===== src/rtl/led_pwm_controller.sv =====
// Memory-mapped LED controller: per-channel PWM dimming, prescaler, readback.
// Optional blink logic is built only when LED_CONTROLLER_BLINK_EN is defined.
module led_pwm_controller #(
    parameter logic [31:0] BASE_ADDRESS = 32'hFFFF_0000,
    parameter int          CHANNELS     = 8
) (
    input  logic                clock,
    input  logic                reset,
    input  logic [31:0]         addressBus,
    input  logic [7:0]          dataBusIn,
    input  logic                readRequest,
    input  logic                mio,
    input  logic                enable,
    output logic [7:0]          dataBusOut,
    output logic [CHANNELS-1:0] ledState
);

    localparam int          NUM_REGS    = 4 + CHANNELS;
    localparam logic [31:0] LAST_OFFSET = 32'(NUM_REGS - 1);

    localparam logic [3:0] OFF_CTRL     = 4'd0;
    localparam logic [3:0] OFF_STATE    = 4'd1;
    localparam logic [3:0] OFF_PRESCALE = 4'd2;
    localparam logic [3:0] OFF_BLINK    = 4'd3;

    // Bus cycle: a transfer happens on any rising edge where enable is high and
    // mio is low; there are no wait states and no acknowledge.
    logic [31:0] w_offset;
    logic [3:0]  w_reg_sel;
    logic        w_hit;
    logic        w_wr_hit;
    logic        w_rd_hit;
    logic        w_wr_ctrl;
    logic        w_wr_state;
    logic        w_wr_prescale;

    assign w_offset      = addressBus - BASE_ADDRESS;
    assign w_reg_sel     = w_offset[3:0];
    assign w_hit         = enable && !mio && (w_offset <= LAST_OFFSET);
    assign w_wr_hit      = w_hit && !readRequest;
    assign w_rd_hit      = w_hit && readRequest;
    assign w_wr_ctrl     = w_wr_hit && (w_reg_sel == OFF_CTRL);
    assign w_wr_state    = w_wr_hit && (w_reg_sel == OFF_STATE);
    assign w_wr_prescale = w_wr_hit && (w_reg_sel == OFF_PRESCALE);

    logic [1:0]          r_ctrl;
    logic [CHANNELS-1:0] r_state;
    logic [7:0]          r_prescale;
    logic [7:0]          r_pre_count;
    logic [7:0]          r_pwm_count;
    logic [7:0]          r_duty_shadow [CHANNELS];
    logic [7:0]          r_duty_active [CHANNELS];
    logic [7:0]          r_data_out;
    logic [CHANNELS-1:0] r_led;

    logic w_tick;
    logic w_frame_end;

    assign w_tick      = (r_pre_count == r_prescale);
    assign w_frame_end = w_tick && (r_pwm_count == 8'hFF);

    always_ff @(posedge clock or negedge reset) begin
        if (!reset) begin
            r_ctrl     <= '0;
            r_state    <= '0;
            r_prescale <= '0;
        end else begin
            if (w_wr_ctrl) begin
                r_ctrl <= dataBusIn[1:0];
            end
            if (w_wr_state) begin
                r_state <= dataBusIn[CHANNELS-1:0];
            end
            if (w_wr_prescale) begin
                r_prescale <= dataBusIn;
            end
        end
    end

    // A PRESCALE write restarts the divider, but a tick due on that edge still fires.
    always_ff @(posedge clock or negedge reset) begin
        if (!reset) begin
            r_pre_count <= '0;
            r_pwm_count <= '0;
        end else begin
            if (w_wr_prescale || w_tick) begin
                r_pre_count <= '0;
            end else begin
                r_pre_count <= r_pre_count + 8'd1;
            end
            if (w_tick) begin
                r_pwm_count <= r_pwm_count + 8'd1;
            end
        end
    end

    // Duty is double-buffered so a frame never sees a mid-frame duty change.
    always_ff @(posedge clock or negedge reset) begin
        if (!reset) begin
            for (int i = 0; i < CHANNELS; i++) begin
                r_duty_shadow[i] <= '0;
                r_duty_active[i] <= '0;
            end
        end else begin
            for (int i = 0; i < CHANNELS; i++) begin
                if (w_wr_hit && (w_reg_sel == 4'(4 + i))) begin
                    r_duty_shadow[i] <= dataBusIn;
                end
                if (w_frame_end) begin
                    r_duty_active[i] <= r_duty_shadow[i];
                end
            end
        end
    end

    logic       w_blink_phase;
    logic [7:0] w_blink_rd;

`ifdef LED_CONTROLLER_BLINK_EN
    logic       w_wr_blink;
    logic [7:0] r_blink;
    logic [7:0] r_frame_count;
    logic       r_blink_phase;

    assign w_wr_blink = w_wr_hit && (w_reg_sel == OFF_BLINK);

    always_ff @(posedge clock or negedge reset) begin
        if (!reset) begin
            r_blink       <= '0;
            r_frame_count <= '0;
            r_blink_phase <= 1'b1;
        end else if (w_wr_blink) begin
            r_blink       <= dataBusIn;
            r_frame_count <= '0;
            r_blink_phase <= 1'b1;
        end else if (r_blink == 8'd0) begin
            r_frame_count <= '0;
            r_blink_phase <= 1'b1;
        end else if (w_frame_end) begin
            if (r_frame_count == (r_blink - 8'd1)) begin
                r_frame_count <= '0;
                r_blink_phase <= ~r_blink_phase;
            end else begin
                r_frame_count <= r_frame_count + 8'd1;
            end
        end
    end

    assign w_blink_phase = r_blink_phase;
    assign w_blink_rd    = r_blink;
`else
    assign w_blink_phase = 1'b1;
    assign w_blink_rd    = 8'h00;
`endif

    logic [7:0] w_rd_data;

    always_comb begin
        w_rd_data = 8'h00;
        case (w_reg_sel)
            OFF_CTRL:     w_rd_data[1:0]          = r_ctrl;
            OFF_STATE:    w_rd_data[CHANNELS-1:0] = r_state;
            OFF_PRESCALE: w_rd_data               = r_prescale;
            OFF_BLINK:    w_rd_data               = w_blink_rd;
            default: begin
                for (int i = 0; i < CHANNELS; i++) begin
                    if (w_reg_sel == 4'(4 + i)) begin
                        w_rd_data = r_duty_shadow[i];
                    end
                end
            end
        endcase
    end

    logic [CHANNELS-1:0] w_led_next;

    always_comb begin
        w_led_next = '0;
        for (int i = 0; i < CHANNELS; i++) begin
            w_led_next[i] = r_ctrl[0] & r_state[i] & w_blink_phase &
                            (r_ctrl[1] ? (r_pwm_count < r_duty_active[i]) : 1'b1);
        end
    end

    always_ff @(posedge clock or negedge reset) begin
        if (!reset) begin
            r_data_out <= 8'h00;
            r_led      <= '0;
        end else begin
            if (w_rd_hit) begin
                r_data_out <= w_rd_data;
            end
            r_led <= w_led_next;
        end
    end

    assign dataBusOut = r_data_out;
    assign ledState   = r_led;

endmodule


===== config.mk =====
export PLATFORM = sky130hd
export DESIGN_NAME = led_pwm_controller
export DESIGN_NICKNAME = d
export VERILOG_FILES = /design/src/rtl/led_pwm_controller.sv
export SDC_FILE = /design/constraint.sdc
export NUM_CORES = 1
export LEC_CHECK = 0
export ABC_AREA = 1
export ABC_CLOCK_PERIOD_IN_PS = 3960
export CELL_PAD_IN_SITES_DETAIL_PLACEMENT = 1
export CELL_PAD_IN_SITES_GLOBAL_PLACEMENT = 1
export CORE_ASPECT_RATIO = 1.5
export CORE_MARGIN = 5
export CORE_UTILIZATION = 49
export CTS_BUF_LIST = sky130_fd_sc_hd__clkbuf_4 sky130_fd_sc_hd__clkbuf_8 sky130_fd_sc_hd__clkbuf_16
export DETAILED_ROUTE_END_ITERATION = 10
export PLACE_DENSITY = 0.87
export SYNTH_ARGS = -nofsm -noshare
export SYNTH_HDL_FRONTEND = slang
export SYNTH_SLANG_ARGS = --single-unit
export TNS_END_PERCENT = 1

===== constraint.sdc =====
create_clock -name clock -period 3.96 [get_ports clock]
set_clock_uncertainty 0.15 [all_clocks]
set_input_delay 0.792 -clock clock [delete_from_list [all_inputs] [get_ports clock]]
set_output_delay 0.792 -clock clock [all_outputs]
set_load 0.02 [all_outputs]

After elaboration in Yosys (flattened, before gate mapping)
Cells that the tools add are included. Widths: inputs -> output; s select.

Input port bits: 45. Register bits after elaboration: 178. Output and inout bits: 16. Word-level logic and storage cells: 104.

Mux-type cells: 19. Magnitude comparators: 9. Reduce and logical (&&, ||, !) cells: 21. Bitwise operators: 16. Equal/unequal tests: 13. Add/subtract/negate cells: 3.

Operators by type and width (number): $mux 8 (9); $lt 8x8->1 (8); $le 32x4->1 const B (1); $sub 32x32->32 const B (1); $pmux 6 s3 (1); $add 8x1->8 const B (2); $and 1x1->1 (16); $eq 4x3->1 const B (4); $eq 4x4->1 const B (4); $logic_and 1x1->1 (16); $eq 4x2->1 const B (2); $eq 8x8->1 (1); $eq 8x8->1 const B (1); $mux 1 (8); $pmux 2 s4 (1); $eq 4x1->1 const B (1); $logic_not 4->1 (1); $logic_not 1->1 (2); $reduce_or 2->1 (1); $logic_or 1x1->1 (1).

Longest topological paths before layout
Word-level depth: 11. Depth in mapped cells: 11. Gate-level depth less buffers: 11.

Worst setup path after synthesis
No wires, ideal clock.

Path type: input port to flip-flop. From: input addressBus[18]. To: register r_duty_shadow[40] in the netlist's numbering. Buffers on the path: 1. Stages on the path: 7. Required time: 3690 ps. Arrival: 1772 ps. Path slack: 1918 ps. Setup time: 120 ps. Cell sequence: nand3_1 > nor2_1 > o21ai_1 > buf_4 > nand4_4 > nand2_1 > nand2_1.

Cells in the longest elaborated chain, start to end: 5.

Ends and longest elaborated chain: start, declared (line 9) `input logic [31:0] addressBus,`; $sub 32x32->32 (line 37) `assign w_offset = addressBus - BASE_ADDRESS;`; $le 32x4->1 (line 39) `assign w_hit = enable && !mio && (w_offset <= LAST_OFFSET);`; $logic_and 1x1->1 (line 39); $logic_and 1x1->1 (line 40) `assign w_wr_hit = w_hit && !readRequest;`; $logic_and 1x1->1 (line 106) `if (w_wr_hit && (w_reg_sel == 4'(4 + i))) begin`; end signal, assigned by index (line 107) `r_duty_shadow[i] <= dataBusIn;`; end, declared (line 51) `logic [7:0] r_duty_shadow [CHANNELS];`.

No other way between the ends. A chain may end at the register's enable or synchronous reset.

Final worst setup path
From: register r_pwm_count[1]. To: register r_duty_active[1] in the netlist's numbering.

Cells in the longest elaborated chain, start to end: 2.

Ends and longest elaborated chain: start, declared (line 50) `logic [7:0] r_pwm_count;`; start signal, assigned (line 92) `r_pwm_count <= r_pwm_count + 8'd1;`; $eq 8x8->1 (line 60) `assign w_frame_end = w_tick && (r_pwm_count == 8'hFF);`; $logic_and 1x1->1 (line 60); end signal, assigned by index (line 110) `r_duty_active[i] <= r_duty_shadow[i];`; end, declared (line 52) `logic [7:0] r_duty_active [CHANNELS];`.

No other way between the ends.

==> impl_metrics.py <==
metrics = {
    "run_status": {
        "status": "complete, no violations",
    },
    "placed_design": {
        "numPortBuffers": 60,
        "dpl.hpwl_mm": 21.76,
        "gp_congestion": 0.8312,
    },
    "worst_setup_path": {
        "crit_end": "r_duty_active[1]",
        "worst_setup_path_end_kind": "flop",
        "critical_path_required_ns": 4.06,
        "max_stage_delay_ns": 0.86,
        "crit_start": "r_pwm_count[1]",
        "reg2reg_depth": 7,
        "crit_chain": "ha_1, inv_1, nor4_1, buf_4, nand3_4, buf_4, o21ai_0",
        "worstPathMaxFanout": 128,
        "crit_family": "buffers and inverters",
        "cp_slowest_cell": "buf_4",
        "critPathKind": "reg2reg",
        "cp-start-kind": "flop",
        "crit_cells": 7,
        "rrSetupSlack_ns": 1.10,
        "critical_path.most_common_cell": "buf_4",
        "path_buf_inv": 3,
        "reg2reg_from": "r_pwm_count[1]",
        "rr_endpoint": "r_duty_active[1]",
        "arrival_ns": 2.96,
    },
    "sta": {
        "setup_violations": 0,
        "final_max_slew_viol_count": 0,
        "rsz0062_at_grt": "false",
        "slew_headroom_pct": 18.25,
        "tightest_slew_ns": 1.226,
        "final.min_clock_period_ns": 2.859,
        "hold_violations": 0,
        "setup_tns_ns": 0,
        "clock.fmax_ghz": 0.3498,
        "finalCritPeriodShare_pct": 72.19,
    },
    "drt": {
        "post_drt_wl_per_cell_um": 19.83,
        "routed_via_density": 5.744,
        "drt_first_pass_iters": 5,
        "ant_nets": 0,
        "drc": 0,
        "vias": 8858,
        "drt_wl_total_mm": 30.58,
        "drtIter0Drc": 683,
    },
    "power_and_ir_drop": {
        "p_leak_nw": 5.217,
        "power_density_nw_per_um2": 325.8,
        "max-vdd-ir-drop_v": 0.0002841,
    },
    "clock_network": {
        "clk_path_buf_depth": 2,
        "path_clk_slew_ns": 0.07,
        "clockRootBuffer": "clkbuf_16",
        "cts-hold-fix-buffers": 0,
        "cts_htree_levels": 4,
        "cts_setup_buffers": 0,
        "clock-sinks": 178,
        "cts_buffers": 17,
        "post_cts_resized": 0,
        "clock_latency_ns": 0.45,
        "tritoncts": "done",
    },
    "floorplanning": {
        "die_h_um": 184.6,
        "dieArea_um2": 23340,
        "core-area_um2": 20180,
        "rows": 64,
        "initial_core_util_pct": 49.36,
        "die_x_um": 126.4,
        "io_pins": 61,
    },
    "grt": {
        "grt_pass1_vias": 9364,
        "grt_usage_pct": 27.21,
        "gr-total-overflow": 0,
        "grt_antenna_before_repair": 0,
        "grt_pass1_wl_mm": 49.97,
        "grt_max_degree": 129,
    },
    "cells_and_area": {
        "nets": 1368,
        "utilization_pct": 55.89,
        "drive_gt1_share_pct": 7.121,
        "nFillCells": 2472,
        "synthToLayoutAreaGrowth_pct": 13.24,
        "register_area_um2": 4454,
        "antenna_cells": 0,
        "multi_input_area_um2": 4546,
    },
    "synthesis": {
        "synthCells": 1225,
        "yosysSeqAreaShare_pct": 44.72,
        "synth_area_um2": 9960,
        "synth_nets": 1328,
        "syn_avg_cell_area_um2": 8.130,
        "ys_async_sr_fraction_pct": 100.0,
        "ys_warn_count": 0,
        "synthFlopType": "dfrtp_1",
        "ys_ff_latch": 178,
        "synth_edf_count": 0,
        "yosysUniqueCellTypes": 37,
    },
    "job": {
        "maxCapViolCount": 0,
    },
    "worst_hold_path": {
        "hp-class": "in2async",
    },
}
-- layout by cell type (no fill, tap or decap), drive strengths merged, types with 3 or more instances in the layout --
| cell | synthesis | final |
|---|---|---|
| nor3 | 7 | 7 |
| clkdlybuf4s50 | 0 | 59 |
| clkinv | 2 | 10 |
| mux2 | 3 | 3 |
| ha | 58 | 58 |
| inv | 171 | 173 |
| a21oi | 47 | 47 |
| nor2 | 58 | 58 |
| xor2 | 11 | 11 |
| o21ai | 83 | 83 |
| o211ai | 3 | 3 |
| o21a | 10 | 10 |
| clkinvlp | 0 | 3 |
| buf | 27 | 16 |
| nand4 | 109 | 109 |
| a221o | 3 | 3 |
| dfrtp | 178 | 178 |
| clkbuf | 27 | 18 |
| xnor2 | 7 | 7 |
| nand3 | 51 | 51 |
| nand2 | 368 | 368 |
-- kinds of logic (layout without fill, tap and decap cells) --
group                      Yosys count  count (layout)  synth area share, %
AOI/OAI and AO/OA                  146             146                7.852
xor gates and xnor gates            18              18                1.583
adders and majority gates           58              58                7.286
buffers and inverters              227             280                9.799
DFF                                178             178                44.72
muxes                                3               3               0.3392
and+or+nand+nor                    595             595                28.42
-- per-stage QoR --
step           instances  hold WS, ns  setup WS (ns)  cell area [um^2]  power [mW]
2_1_floorplan       1225       0.2994          1.918              9960       1.938
3_3_place_gp        1510       0.3130         0.8843             10710       2.060
3_5_place_dp        1510       0.3205         0.8112             10710       2.064
4_1_cts             1542       0.2745          1.074             11280       3.696
5_1_grt             1542       0.3007         0.8506             11280       3.793
6_report            1542       0.2307          1.101             11280       3.675
-- Yosys cell counts (2+ instances only) --
cell type	n	area [um^2]
nand2_1	364	1366
dfrtp_1	178	4454
inv_1	165	619.3
nand4_1	99	619.3
ha_1	58	725.7
nand3_1	49	245.2
a21oi_1	46	230.2
nor2_1	44	165.2
o21ai_0	42	210.2
o21ai_1	41	205.2
clkbuf_1	26	97.59
buf_6	11	123.9
xor2_1	11	96.34
o21a_1	10	75.07
nand4_4	9	191.4
nor2_4	9	101.4
buf_2	8	40.04
nor3_1	7	35.03
xnor2_1	7	61.31
inv_2	5	18.77
nor2_2	5	31.28
buf_1	4	15.01
a221o_1	3	30.03
buf_4	3	22.52
mux2_2	3	33.78
nand2_2	3	18.77
o211ai_1	3	22.52
clkinv_1	2	7.510
nand3_2	2	20.02
-- area by class of cell --
type	instances	share of cell area, %
clock inverters	14	1.143
well taps	264	2.929
clock buffers	18	3.894
flip-flops and latches	178	39.49
inverters	173	5.791
repair buffers	75	6.446
multi-input cells	820	40.30
-- worst min-delay path by stage --
stage / startpoint / end / cells after the start
floorplan: r_duty_shadow[0] / r_duty_shadow[0] / 2
detailed placement: r_duty_shadow[1] / r_duty_shadow[1] / 2
finish: reset / r_duty_shadow[58] / 1
global route: reset / r_duty_shadow[49] / 1
CTS: reset / r_duty_shadow[49] / 1
global placement: r_duty_shadow[0] / r_duty_shadow[0] / 2
-- power breakdown --
| group | switching, mW | leakage, nW | internal, mW |
|---|---|---|---|
| Clock | 0.757 | 0.273 | 0.888 |
| Sequential | 0.000297 | 2.47 | 1.82 |
| Combinational | 0.150 | 2.47 | 0.0628 |
-- state kept, by name, summed over array words and instances (netlist names) --
register / cells
r_state: 8
dataBusOut: 8
r_duty_shadow: 64
r_pre_count: 8
r_pwm_count: 8
r_prescale: 8
ledState: 8
r_ctrl: 2
r_duty_active: 64
-- routing by layer --
metal	vias up	global-route usage, %	part of all wire (%)	wire [um]
met3	103	4.146	4.5	1376
li1	4078	-	-	-
met5	-	0	0	0
met2	258	46.40	51	15480
met1	4419	32.75	39	12030
met4	0	15.37	5.5	1697
Power figures use the tool's default switching activity.
